`config.mk`:
```
export PLATFORM = sky130hd
export DESIGN_NAME = rx_bypass_ctrl_flat
export DESIGN_NICKNAME = d
export VERILOG_FILES = /design/src/rtl/rx_bypass_ctrl_if.sv /design/src/rtl/rx_bypass_ctrl.sv /design/src/flat_wrapper.sv
export SDC_FILE = /design/constraint.sdc
export NUM_CORES = 1
export LEC_CHECK = 0
export BUFFER_PORTS_ARGS = -buffer_cell sky130_fd_sc_hd__buf_2
export CORE_UTILIZATION = 48
export CTS_CLUSTER_SIZE = 10
export DETAILED_ROUTE_END_ITERATION = 16
export GPL_ROUTABILITY_DRIVEN = 0
export PLACE_DENSITY_LB_ADDON = 0.2
export SETUP_SLACK_MARGIN = 0.05
export SLEW_MARGIN = 20
export SYNTH_ARGS = -nofsm -noshare
export SYNTH_HDL_FRONTEND = slang
export SYNTH_SLANG_ARGS = --single-unit
```
`constraint.sdc`:
```
create_clock -name rx_clk -period 2.9 [get_ports rx_clk]
set_clock_uncertainty 0.15 [all_clocks]
set_input_delay 0.29 -clock rx_clk [delete_from_list [all_inputs] [get_ports rx_clk]]
set_output_delay 0.29 -clock rx_clk [all_outputs]
set_load 0.03 [all_outputs]
```
`src/rtl/rx_bypass_ctrl_if.sv`:
```
// ----------------------------------------------------------------------------
// rx_bypass_ctrl_if
//   Raw rx XGMII monitor bus and the SFD timestamp trigger path used by
//   rx_bypass_ctrl.
//   xge_rxd_i   64  raw rx XGMII data (monitored only)
//   xge_rxc_i    8  raw rx XGMII control, one bit per byte lane
//   rxts_trig_i  1  SFD trigger from rx_tse
//   rxts_trig_o  1  trigger after bypass gating
//   master: the side that drives the XGMII bus and the raw trigger
//   slave : rx_bypass_ctrl
// ----------------------------------------------------------------------------
interface rx_bypass_ctrl_if;
  logic [63:0] xge_rxd_i;
  logic [7:0]  xge_rxc_i;
  logic        rxts_trig_i;
  logic        rxts_trig_o;

  modport master (
    output xge_rxd_i,
    output xge_rxc_i,
    output rxts_trig_i,
    input  rxts_trig_o
  );

  modport slave (
    input  xge_rxd_i,
    input  xge_rxc_i,
    input  rxts_trig_i,
    output rxts_trig_o
  );
endinterface

```
`src/rtl/rx_bypass_ctrl.sv`:
```
// ----------------------------------------------------------------------------
// rx_bypass_ctrl
//   Rx-side sequencer for the PTPv2 bypass mux (rx_tse output vs raw XGMII).
//   An asynchronous bypass request is synchronised, then the mux select is
//   moved only once the line has been idle for TSE_LAT enabled cycles, so the
//   rx_tse pipeline has drained and no frame is cut. A drain that never finds
//   a gap is forced after 2^WAIT_W-1 enabled cycles and flagged in forced_o.
//
// Ports
//   rx_clk, rx_rst_n   clock, asynchronous active-low reset
//   rx_clk_en_i        clock enable; frame/idle/wait state advances only when 1
//   bypass_req_i       async level request: 1=bypass, 0=PTP path
//   forced_clr_i       synchronous clear of forced_o, wins over a new set
//   xgmii (slave)      raw XGMII monitor bus + SFD trigger in/out
//   sel_bypass_o       mux select: 1=raw XGMII, 0=rx_tse output
//   frame_active_o     a frame is in progress on the input
//   switch_done_o      one-cycle pulse in the first cycle of the new select
//   forced_o           sticky: a switch was forced by timeout
//   switch_cnt_o       completed switches, wraps
//   state_o            sequencer state (PTP=00 DRAIN_BYP=01 BYP=10 DRAIN_PTP=11)
//
// Event semantics: there is no backpressure. switch_done_o acts as a valid
// strobe that is high for exactly one rx_clk; sel_bypass_o, forced_o and
// switch_cnt_o already show the post-switch values in that cycle.
// ----------------------------------------------------------------------------
module rx_bypass_ctrl #(
  parameter int TSE_LAT     = 4,
  parameter int SYNC_STAGES = 2,
  parameter int WAIT_W      = 16
) (
  input  logic             rx_clk,
  input  logic             rx_rst_n,
  input  logic             rx_clk_en_i,
  input  logic             bypass_req_i,
  input  logic             forced_clr_i,
  rx_bypass_ctrl_if.slave  xgmii,
  output logic             sel_bypass_o,
  output logic             frame_active_o,
  output logic             switch_done_o,
  output logic             forced_o,
  output logic [15:0]      switch_cnt_o,
  output logic [1:0]       state_o
);

  localparam int IDLE_W = (TSE_LAT > 1) ? $clog2(TSE_LAT) : 1;
  localparam logic [IDLE_W-1:0] IDLE_LAST = IDLE_W'(TSE_LAT - 1);
  localparam logic [WAIT_W-1:0] WAIT_MAX  = '1;

  typedef enum logic [1:0] {
    ST_PTP       = 2'b00,
    ST_DRAIN_BYP = 2'b01,
    ST_BYP       = 2'b10,
    ST_DRAIN_PTP = 2'b11
  } state_e;

  state_e                   state_q, state_d;
  logic [SYNC_STAGES-1:0]   sync_q;
  logic [IDLE_W-1:0]        idle_cnt_q, idle_cnt_d;
  logic [WAIT_W-1:0]        wait_cnt_q, wait_cnt_d;
  logic                     sel_q;
  logic                     frame_q, frame_d;
  logic                     switch_done_q;
  logic                     forced_q;
  logic [15:0]              switch_cnt_q;

  logic req_s;
  logic start_w, term_w, idle_word;
  logic do_switch, do_force;

  // Request synchroniser: free-running, independent of the clock enable.
  always_ff @(posedge rx_clk or negedge rx_rst_n) begin
    if (!rx_rst_n) begin
      sync_q <= '0;
    end else begin
      sync_q <= {sync_q[SYNC_STAGES-2:0], bypass_req_i};
    end
  end

  assign req_s = sync_q[SYNC_STAGES-1];

  // Start is only legal in lane 0 or lane 4; terminate may sit in any lane.
  // A start has priority, so "FD in a low lane + FB in lane 4" keeps the
  // frame open. FE is never treated as an end of frame.
  always_comb begin
    start_w = (xgmii.xge_rxc_i[0] && (xgmii.xge_rxd_i[7:0]   == 8'hFB)) ||
              (xgmii.xge_rxc_i[4] && (xgmii.xge_rxd_i[39:32] == 8'hFB));
    term_w  = 1'b0;
    for (int k = 0; k < 8; k++) begin
      if (xgmii.xge_rxc_i[k] && (xgmii.xge_rxd_i[8*k +: 8] == 8'hFD)) begin
        term_w = 1'b1;
      end
    end
    frame_d = start_w ? 1'b1 : (term_w ? 1'b0 : frame_q);
  end

  // Uses the registered frame state: the terminate word itself is not idle.
  assign idle_word = rx_clk_en_i & ~frame_q & ~start_w;

  always_comb begin
    state_d    = state_q;
    idle_cnt_d = idle_cnt_q;
    wait_cnt_d = wait_cnt_q;
    do_switch  = 1'b0;
    do_force   = 1'b0;
    case (state_q)
      ST_PTP: begin
        if (req_s) begin
          state_d    = ST_DRAIN_BYP;
          idle_cnt_d = '0;
          wait_cnt_d = '0;
        end
      end
      ST_BYP: begin
        if (!req_s) begin
          state_d    = ST_DRAIN_PTP;
          idle_cnt_d = '0;
          wait_cnt_d = '0;
        end
      end
      ST_DRAIN_BYP, ST_DRAIN_PTP: begin
        // sel_q still reflects the source state, so req_s == sel_q means
        // the request has been withdrawn.
        if (req_s == sel_q) begin
          state_d    = sel_q ? ST_BYP : ST_PTP;
          idle_cnt_d = '0;
          wait_cnt_d = '0;
        end else if (rx_clk_en_i) begin
          if (wait_cnt_q == WAIT_MAX) begin
            do_switch = 1'b1;
            do_force  = 1'b1;
          end else if (idle_word && (idle_cnt_q == IDLE_LAST)) begin
            do_switch = 1'b1;
          end else begin
            // Cannot overflow: the maximum value forces a switch above.
            wait_cnt_d = wait_cnt_q + 1'b1;
            idle_cnt_d = idle_word ? idle_cnt_q + 1'b1 : '0;
          end
          if (do_switch) begin
            state_d    = sel_q ? ST_PTP : ST_BYP;
            idle_cnt_d = '0;
            wait_cnt_d = '0;
          end
        end
      end
      default: state_d = ST_PTP;
    endcase
  end

  always_ff @(posedge rx_clk or negedge rx_rst_n) begin
    if (!rx_rst_n) begin
      state_q       <= ST_PTP;
      idle_cnt_q    <= '0;
      wait_cnt_q    <= '0;
      sel_q         <= 1'b0;
      frame_q       <= 1'b0;
      switch_done_q <= 1'b0;
      forced_q      <= 1'b0;
      switch_cnt_q  <= '0;
    end else begin
      state_q       <= state_d;
      idle_cnt_q    <= idle_cnt_d;
      wait_cnt_q    <= wait_cnt_d;
      switch_done_q <= do_switch;
      if (do_switch) begin
        sel_q        <= ~sel_q;
        switch_cnt_q <= switch_cnt_q + 16'd1;
      end
      if (forced_clr_i) begin
        forced_q <= 1'b0;
      end else if (do_force) begin
        forced_q <= 1'b1;
      end
      if (rx_clk_en_i) begin
        frame_q <= frame_d;
      end
    end
  end

  assign xgmii.rxts_trig_o = xgmii.rxts_trig_i & ~sel_q;
  assign sel_bypass_o      = sel_q;
  assign frame_active_o    = frame_q;
  assign switch_done_o     = switch_done_q;
  assign forced_o          = forced_q;
  assign switch_cnt_o      = switch_cnt_q;
  assign state_o           = state_q;

endmodule

```
`src/flat_wrapper.sv`:
```
// flat-port wrapper written by rule: the top's interface ports become plain ports
module rx_bypass_ctrl_flat 
#(
  parameter int TSE_LAT     = 4,
  parameter int SYNC_STAGES = 2,
  parameter int WAIT_W      = 16
)
  (rx_clk, rx_rst_n, rx_clk_en_i, bypass_req_i, forced_clr_i, sel_bypass_o, frame_active_o, switch_done_o, forced_o, switch_cnt_o, state_o, xgmii_xge_rxd_i, xgmii_xge_rxc_i, xgmii_rxts_trig_i, xgmii_rxts_trig_o);
  rx_bypass_ctrl_if xgmii_i ();
  input  logic rx_clk;
  input  logic rx_rst_n;
  input  logic rx_clk_en_i;
  input  logic bypass_req_i;
  input  logic forced_clr_i;
  output logic sel_bypass_o;
  output logic frame_active_o;
  output logic switch_done_o;
  output logic forced_o;
  output logic [15:0] switch_cnt_o;
  output logic [1:0] state_o;
  input wire logic [$bits(xgmii_i.xge_rxd_i)-1:0] xgmii_xge_rxd_i;
  input wire logic [$bits(xgmii_i.xge_rxc_i)-1:0] xgmii_xge_rxc_i;
  input wire logic [$bits(xgmii_i.rxts_trig_i)-1:0] xgmii_rxts_trig_i;
  output wire logic [$bits(xgmii_i.rxts_trig_o)-1:0] xgmii_rxts_trig_o;
  assign xgmii_i.xge_rxd_i = xgmii_xge_rxd_i;
  assign xgmii_i.xge_rxc_i = xgmii_xge_rxc_i;
  assign xgmii_i.rxts_trig_i = xgmii_rxts_trig_i;
  assign xgmii_rxts_trig_o = xgmii_i.rxts_trig_o;
  rx_bypass_ctrl #(.TSE_LAT(TSE_LAT), .SYNC_STAGES(SYNC_STAGES), .WAIT_W(WAIT_W)) u_core (.rx_clk(rx_clk), .rx_rst_n(rx_rst_n), .rx_clk_en_i(rx_clk_en_i), .bypass_req_i(bypass_req_i), .forced_clr_i(forced_clr_i), .xgmii(xgmii_i), .sel_bypass_o(sel_bypass_o), .frame_active_o(frame_active_o), .switch_done_o(switch_done_o), .forced_o(forced_o), .switch_cnt_o(switch_cnt_o), .state_o(state_o));
endmodule
```
* After elaboration in Yosys (flattened, before gate mapping) *
Cells that the tools add are included.

storage, ports and cells
  input port bits = 78
  logic and storage cells = 108
  register bits after elaboration = 42
  output and inout port bits = 23

cells by class
  add/sub/neg operators = 3
  equality and inequality tests = 22
  reduce and logical (&&, ||, !) cells = 19
  muxes and demuxes = 49
  bitwise logic cells = 6

operators with widths
  kind                     number
  $mux W16                 7
  $eq A8 B8 Y1 const B     10
  $pmux W16 S3             1
  $add A16 B1 Y16 const B  2
  $mux W2                  15
  $mux W1                  24
  $eq A16 B16 Y1 const B   1
  $pmux W2 S3              2
  $logic_and A1 B1 Y1      11
  $ne A4 B3 Y1 const B     2
  $eq A2 B2 Y1 const B     3
  $reduce_and A5 Y1        1
  $reduce_and A4 Y1        1
  $reduce_bool A2 Y1       2
  $and A1 B1 Y1            3
  $ne A3 B1 Y1 const B     1
  $ne A3 B2 Y1 const B     1
  $not A1 Y1               3
  $add A2 B1 Y2 const B    1
  $eq A2 B1 Y1 const B     1
  $logic_not A2 Y1         1
  $ne A2 B1 Y1 const B     1
  $ne A2 B2 Y1 const B     1
  $reduce_and A2 Y1        1
  3 further kinds          3

* Logic depth before layout (Yosys ltp) *
Gate-level depths: netlist (run 1).

  depth in word-level cells = 15
  gate-level depth with buffers = 8
  gate-level depth less buffers = 7

* Least setup slack after synthesis (run 1) *
Ideal clock, no wire load.

  path type = reg-to-reg
  from = register u_core.wait_cnt_q[0]
  to = register u_core.switch_cnt_q[1] (netlist: u_core.switch_cnt_o[1])
  required time = 2.625 ns
  arrival = 1.723 ns
  clock period less this slack = 1.998 ns
  stages on the path, launching flop included = 9
  setup slack = 0.902 ns
  buffers on the path = 1
  setup time = 0.125 ns
  path through = dfrtp_1 -> ha_1 -> nand2_1 -> nor4_4 -> and2_2 -> clkbuf_1 -> o21ai_2 -> inv_2 -> mux2_4

on the way
  word-level cells in the longest chain between the ends = 8

RTL lines
  element                     line                   text
  from (decl)                 rx_bypass_ctrl.sv:59   logic [WAIT_W-1:0] wait_cnt_q, wait_cnt_d;
  from (signal assigned)      rx_bypass_ctrl.sv:162  wait_cnt_q <= wait_cnt_d;
  $eq A16 B16 Y1              rx_bypass_ctrl.sv:128  if (wait_cnt_q == WAIT_MAX) begin
  $mux W1                     rx_bypass_ctrl.sv:128
  $mux W1                     rx_bypass_ctrl.sv:127  end else if (rx_clk_en_i) begin
  $mux W1                     rx_bypass_ctrl.sv:123  if (req_s == sel_q) begin
  $mux W1                     rx_bypass_ctrl.sv:105  case (state_q)
  $mux W1                     rx_bypass_ctrl.sv:127
  $mux W1                     rx_bypass_ctrl.sv:123
  $mux W1                     rx_bypass_ctrl.sv:105
  named net u_core.do_switch  rx_bypass_ctrl.sv:68   logic do_switch, do_force;
  to (signal assigned)        rx_bypass_ctrl.sv:166  switch_cnt_q <= switch_cnt_q + 16'd1;
  to (decl)                   rx_bypass_ctrl.sv:64   logic [15:0] switch_cnt_q;

The timed path passes the listed nets, and every way through them passes these cells. The select of a mux whose other input is x is not followed.
A chain may end at the register's enable or synchronous reset.

* Worst setup path after layout (run 1) *
  from = register u_core.wait_cnt_q[0]
  to = register u_core.switch_cnt_q[3] (netlist: u_core.switch_cnt_o[3])

on the way
  word-level cells in the longest chain between the ends = 8

RTL lines
  element         line
  $eq A16 B16 Y1  rx_bypass_ctrl.sv:128
  $mux W1         rx_bypass_ctrl.sv:128
  $mux W1         rx_bypass_ctrl.sv:127
  $mux W1         rx_bypass_ctrl.sv:123
  $mux W1         rx_bypass_ctrl.sv:105
  $mux W1         rx_bypass_ctrl.sv:127
  $mux W1         rx_bypass_ctrl.sv:123
  $mux W1         rx_bypass_ctrl.sv:105

Every way passes these cells. The select of a mux whose other input is x is not followed.

==> flow_metrics.tcl, run 1 <==
set metrics [dict create \
    status "complete, but fails checks" \
    violations "negative hold slack" \
    final_max_slew_viol_count 0 \
    syn-cell-area_sq_mm 0.00245 \
    drc 0 \
    io_pins 101 \
    slew_headroom 0.394 \
    met3_length_um 265 \
    synthTopCellsByArea "dfrtp_1 (43%), xnor2_1 (7.1%), nand2_1 (5.8%), nor4_1 (4.1%), xor2_1 (3.9%)" \
    synth_edf_count 0 \
    synth_compound_gate_area_share 0.125 \
    yosys_warnings 0 \
    path_max_fanout 13 \
    postCtsSetupRepairBufs 0 \
    intPower_uw 897 \
    synth-simple-area-share 0.277 \
    crit_path_end_kind "flip-flop" \
    async_reset_ff_frac 1.00 \
    placed_cells_incl_taps 419 \
    cts_max_level 2 \
    ys.flop_type "dfrtp_1" \
    synth-xor-area-share 0.111 \
    p_sw_uw 389 \
    holdWs_ns -0.0237 \
    antenna_left 0 \
    worstPathRequired_ns 2.91 \
    via_per_inst 5.38 \
    final_period_minus_worst_setup_slack_ns 2.28 \
    rsz0062_at_grt "no" \
    synth_cells 256 \
    sw_frac_of_total 0.303 \
    dp_hpwl_um 4600 \
    synth_fp_nets 337 \
    die-width_um 73.5 \
    core_area_sq_mm 0.00482 \
    ys_seq_area_frac 0.429 \
    yosys.area.top_type "dfrtp_1" \
    met2RoutedLength_um 3080 \
    pwr-share-comb 0.208 \
    wl_um 5890 \
    clkPwrFrac 0.291 \
    layout-drive-gt1-share 0.350 \
    clock.fmax_mhz 439 \
    io_buffers 100 \
    synth_mux_area_frac 0.00613 \
    clk_latency_ns 0.29 \
    cts_made_buffers 5 \
    num_vias 2298 \
    cts_tree "yes" \
    routed.top_layer "met4" \
    rows 25 \
    p_seq_frac 0.500 \
    worstMarginPinSlew_ns 0.909 \
    die-area_sq_mm 0.00540 \
    synth_top_family_by_area "simple AND/OR/NAND/NOR gates" \
    final_cells 427 \
    grt_pass1_vias 2160 \
    p_leak_nw 1.50 \
    clkTransAtPathRegs_ns 0.08 \
    synth.most_common_cell "dfrtp_1" \
    track_usage 0.232 \
    drt-met1-wl_um 2450 \
    nNetsFinal 442 \
    hold_viol_final 42 \
    wl_per_cell_um 13.8 \
    grt_first_pass_wirelength_um 9450 \
    start_kind "flip-flop" \
    path_class "reg2reg" \
    synthAdderAreaFrac 0.0153 \
    finalCritPeriodShare 0.786 \
    area_growth_syn_to_layout_pct 27.5 \
    synth_common_cells "dfrtp_1 (42), nand2_1 (38), xnor2_1 (20), nor2_1 (19), nor4_1 (16)" \
    fin_setup_tns_ns 0 \
    maxCapViolCount 0 \
    grt_start_max_net_pins 43 \
    root_buffer "clkbuf_8" \
    ys_types 44 \
    clock-sinks 42 \
    drtIter0Drc 100 \
    syn_area_per_cell_sq_um 9.57 \
    dr.pass1.iters 4 \
    ir_drop_mv 0.203 \
    clk_path_buf_depth 2 \
    arrival_ns 2.29 \
    hp-class "in2async" \
    gr-total-overflow 0 \
    antenna_found_initial 0 \
    n_antenna_cell 0 \
    synthDominantCellAreaShare 0.429 \
    setup_viol 0 \
    start_util 0.509 \
    power_density_mw_per_mm2 412 \
    synth-seq-cells 42 \
    die_h_um 73.5 \
]
==> sequential cells by signal (all words and copies together) (netlist names), named ones only <==
name / flops
u_core.idle_cnt_q: 2
u_core.wait_cnt_q: 16
u_core.sel_bypass_o: 1
u_core.frame_active_o: 1
u_core.switch_cnt_o: 16
u_core.switch_done_o: 1
u_core.sync_q: 2
u_core.state_o: 1
u_core.forced_o: 1
==> kinds of logic after synthesis <==
group | count (synthesis)
AOI/OAI and AO/OA | 31
xor gates and xnor gates | 31
adders and majority gates | 3
buffers and inverters | 21
DFF | 42
muxes | 1
and+or+nand+nor | 127
==> cell type report <==
type | count | area, sq um
Tap cell | 67 | 83.8
Inverter | 13 | 48.8
Clock buffer | 6 | 82.6
Sequential cell | 42 | 1050
Timing Repair Buffer | 106 | 551
Multi-Input combinational cell | 193 | 1310
Fill cell | 398 | 1690
==> critical path, stage by stage (launching register included) <==
cell	delay, ns
dfrtp_1	0.39
ha_1	0.19
nand2_1	0.20
nor4_4	0.24
nand2_2	0.29
a2111oi_1	0.56
xor2_1	0.11
==> cell usage in the layout (no fill, tap or decap), types with 2 or more instances in the layout <==
master         instances
ha_1                   3
a21boi_0               2
and4_1                 2
or4b_1                 2
nor4_1                16
a21oi_1                3
xor2_1                11
nor2b_1                4
nor2_1                19
dfrtp_1               42
and3_1                 2
o2111ai_1              4
dlygate4sd3_1          2
clkbuf_8               6
buf_2                100
a2111oi_4              2
xnor2_1               20
nand3_1               15
nor3_1                 7
a2111oi_1              3
inv_1                 12
nand2_1               38
o21ai_0                5
o211ai_1               2
or4_1                  3
buf_4                  4
nand4_1                9
nor4b_1                2
a2111oi_2              5
==> power groups by stage <==
| stage | combinational [mW] | clock, mW | sequential, mW |
|---|---|---|---|
| 3_5_place_dp | 0.266 | 0 | 0.655 |
| 5_1_grt | 0.298 | 0.404 | 0.648 |
| 6_report | 0.268 | 0.374 | 0.644 |
| 2_1_floorplan | 0.136 | 0 | 0.662 |
| 3_3_place_gp | 0.260 | 0 | 0.652 |
| 4_1_cts | 0.270 | 0.381 | 0.643 |
==> path summary, 6_finish.rpt <==
kind / from / end / slack (ns) / depth (start not counted)
worst max-delay path: u_core.wait_cnt_q[0] / u_core.switch_cnt_o[3] / 0.62 / 6
worst min-delay path: rx_rst_n / u_core.wait_cnt_q[11] / -0.02 / 1
worst max register to register: u_core.wait_cnt_q[0] / u_core.switch_cnt_o[3] / 0.62 / 6
worst min register to register: u_core.sync_q[0] / u_core.sync_q[1] / 0.21 / 0
max in group asynchronous: rx_rst_n / u_core.wait_cnt_q[8] / 2.06 / 1
min in group rx_clk: u_core.sync_q[0] / u_core.sync_q[1] / 0.21 / 0
==> through the flow <==
stage | total power [mW] | hold slack [ns] | utilization | cell area (sq um) | worst slack [ns]
6_report | 1.29 | -0.0237 | 0.649 | 3120 | 0.620
4_1_cts | 1.29 | 0.0232 | 0.649 | 3120 | 0.601
3_5_place_dp | 0.921 | 0.198 | 0.627 | 3020 | 0.612
2_1_floorplan | 0.798 | -0.156 | - | 2450 | 0.902
5_1_grt | 1.35 | 0.0734 | 0.649 | 3120 | 0.428
3_3_place_gp | 0.911 | 0.187 | 0.627 | 3020 | 0.732
==> metal layers <==
| layer | track usage | vias up |
|---|---|---|
| li1 | - | 1137 |
| met1 | 0.271 | 1070 |
| met2 | 0.418 | 82 |
| met3 | 0.0508 | 9 |
| met4 | 0.0812 | 0 |
| met5 | 0 | - |
==> timing repair <==
item                      in CTS  in global routing
resized for setup              0                  0
hold buffers                   2                  0
hold endpoints to repair       2                  0
Note: power is estimated with default switching activity, not from simulation.
==> run 2: changes to the inputs <==
--- a/config.mk
+++ b/config.mk
@@ -6,7 +6,7 @@
 export NUM_CORES = 1
 export LEC_CHECK = 0
 export BUFFER_PORTS_ARGS = -buffer_cell sky130_fd_sc_hd__buf_2
-export CORE_UTILIZATION = 48
+export CORE_UTILIZATION = 44
 export CTS_CLUSTER_SIZE = 10
 export DETAILED_ROUTE_END_ITERATION = 16
 export GPL_ROUTABILITY_DRIVEN = 0
==> constraint.sdc (replaced) <==
create_clock -name rx_clk -period 2 [get_ports rx_clk]
set_clock_uncertainty 0.15 [all_clocks]
set_input_delay 0.2 -clock rx_clk [delete_from_list [all_inputs] [get_ports rx_clk]]
set_output_delay 0.2 -clock rx_clk [all_outputs]
set_load 0.03 [all_outputs]
==> run 2 against run 1 <==
Effect of this change: the flow now finishes without violations; clock power rose by 43%; power rose by 55%; worst setup slack got worse by 0.61 ns; sequential share of layout area fell by 4.0 points; clock-buffer cell count rose by 2; design area rose by 14%; register-to-register slack got worse by 0.61 ns; wire length rose by 11%; fmax rose by 14%; sequential cell count did not move; via count rose by 5.4%; critical endpoint is now u_core.switch_cnt_o[11].
==> flow_metrics.tcl, run 2 (synthesis results as in run 1) <==
set metrics [dict create \
    path_max_fanout 5 \
    rsz0062_at_grt "yes" \
    clock.fmax_mhz 501 \
    r2r-end "u_core.switch_cnt_o[11]" \
    nNetsFinal 470 \
    r2r.worst_path.cells 6 \
    status "finished, final reports clean" \
    grt_pass1_vias 2201 \
    intPower_mw 1.37 \
    min_path_cells 2 \
    root_buffer "clkbuf_8" \
    io_pins 101 \
    grt_use_met2 0.383 \
    area_growth_syn_to_layout_pct 45.2 \
    sw_frac_of_total 0.312 \
    final_max_slew_viol_count 0 \
    via_per_inst 5.26 \
    grt_busiest_layer "met2" \
    die-width_um 76.6 \
    n_fill_cell 404 \
    holdWs_ns 0.112 \
    cts_max_level 2 \
    layout-drive-gt1-share 0.436 \
    track_usage 0.218 \
    n_antenna_cell 0 \
    final_cell_mix "buf_2 (101), dfrtp_1 (39), nand2_1 (36), buf_4 (26), xnor2_1 (20)" \
    hold_viol_final 0 \
    rows 26 \
    final_common_cell "buf_2" \
    hp-class "in2reg" \
    min_from "rx_clk_en_i" \
    power_density_mw_per_mm2 558 \
    seqCellArea_sq_mm 0.00105 \
    maxCapViolCount 0 \
    reg2reg_slack_ns 0.005 \
    cts_made_buffers 5 \
    slew_headroom 0.548 \
    clk_latency_ns 0.29 \
    arrival_ns 2.06 \
    place_ws_ns 0.00573 \
    multi_input_area_sq_mm 0.00148 \
    timing.rr.start "u_core.switch_cnt_o[2]" \
    p_seq_frac 0.470 \
    use_met3 0.0407 \
    p_leak_nw 1.65 \
    worstHoldEndpoint "u_core.frame_active_o" \
    setup_ws_ns 0.00530 \
    drtIter0Drc 103 \
    io_buffers 100 \
    ir_drop_mv 0.307 \
    clk_path_buf_depth 2 \
    clock-sinks 42 \
    die_h_um 76.6 \
    wl_um 6510 \
    antenna_found_initial 0 \
    dr.pass1.iters 4 \
    drc 0 \
    pwr-share-comb 0.262 \
    p_sw_uw 620 \
    antenna_left 0 \
    grt_first_pass_wirelength_um 10000 \
    worstMarginPinSlew_ns 0.676 \
    start_util 0.468 \
    met1_usage 0.270 \
    grt_start_max_net_pins 23 \
    gr-total-overflow 0 \
    core_area_sq_mm 0.00524 \
    cts_tree "yes" \
    die-area_sq_mm 0.00587 \
    clkTransAtPathRegs_ns 0.08 \
    start_kind "flip-flop" \
    worstPathRequired_ns 2.06 \
    crit_path_end_kind "flip-flop" \
    dp_hpwl_um 4660 \
    path_class "reg2reg" \
    num_vias 2421 \
    setup_viol 0 \
    clkPwrFrac 0.268 \
    final_period_minus_worst_setup_slack_ns 1.99 \
    wl_per_cell_um 14.2 \
    finalCritPeriodShare 0.997 \
]
[run 2: timing repair]
item                       CTS  global route
cloned                       0             1
pin swaps                    2             9
setup endpoints to repair    9            27
hold buffers                 3             0
setup buffers                2             6
gates resized for setup      2            23
hold endpoints to repair    18             0
[run 2: cell type report]
type	count	area share
Inverter	13	0.0137
Sequential cell	42	0.296
Multi-Input combinational cell	193	0.415
Timing Repair Buffer	134	0.228
Clock buffer	8	0.0225
Tap cell	70	0.0246
[run 2: how the worst max path moves through the flow]
stage,from,to
6_report,u_core.switch_cnt_o[2],u_core.switch_cnt_o[11]
5_1_grt,u_core.switch_cnt_o[2],u_core.switch_cnt_o[11]
4_1_cts,u_core.idle_cnt_q[0],u_core.switch_cnt_o[7]
3_5_place_dp,u_core.idle_cnt_q[0],u_core.switch_cnt_o[4]
3_3_place_gp,xgmii_xge_rxd_i[6],u_core.switch_cnt_o[1]
2_1_floorplan,u_core.state_o[0],u_core.wait_cnt_q[2]
[run 2: layer usage]
layer | share of wire | wire length, um
met1 | 0.43 | 2800
met2 | 0.51 | 3330
met3 | 0.053 | 344
met4 | 0.0064 | 42
met5 | 0 | 0
[run 2: through the flow]
stage | total power, mW | instance area [sq um] | cells | TNS, ns | utilization
CTS | 1.94 | 3350 | 453 | 0 | 0.640
global route | 2.08 | 3560 | 460 | -0.192 | 0.679
detailed placement | 1.40 | 3220 | 440 | 0 | 0.614
finish | 1.99 | 3560 | 460 | 0 | 0.679
global placement | 1.38 | 3220 | 440 | 0 | 0.614
floorplan | 1.16 | 2460 | 256 | 0 | -
[run 2: power groups by stage]
stage	combinational, mW	clock [mW]	sequential, mW
floorplan	0.198	0	0.960
global placement	0.440	0	0.945
detailed placement	0.449	0	0.950
CTS	0.462	0.549	0.932
global route	0.563	0.574	0.939
finish	0.520	0.533	0.934
[run 2: critical path: stages, from the launching register on]
cell and delay [ns]:
dfrtp_2 0.40, nand4_1 0.24, nor3_2 0.36, buf_4 0.18, nand2_2 0.07, a2111oi_4 0.32
xor2_1 0.20
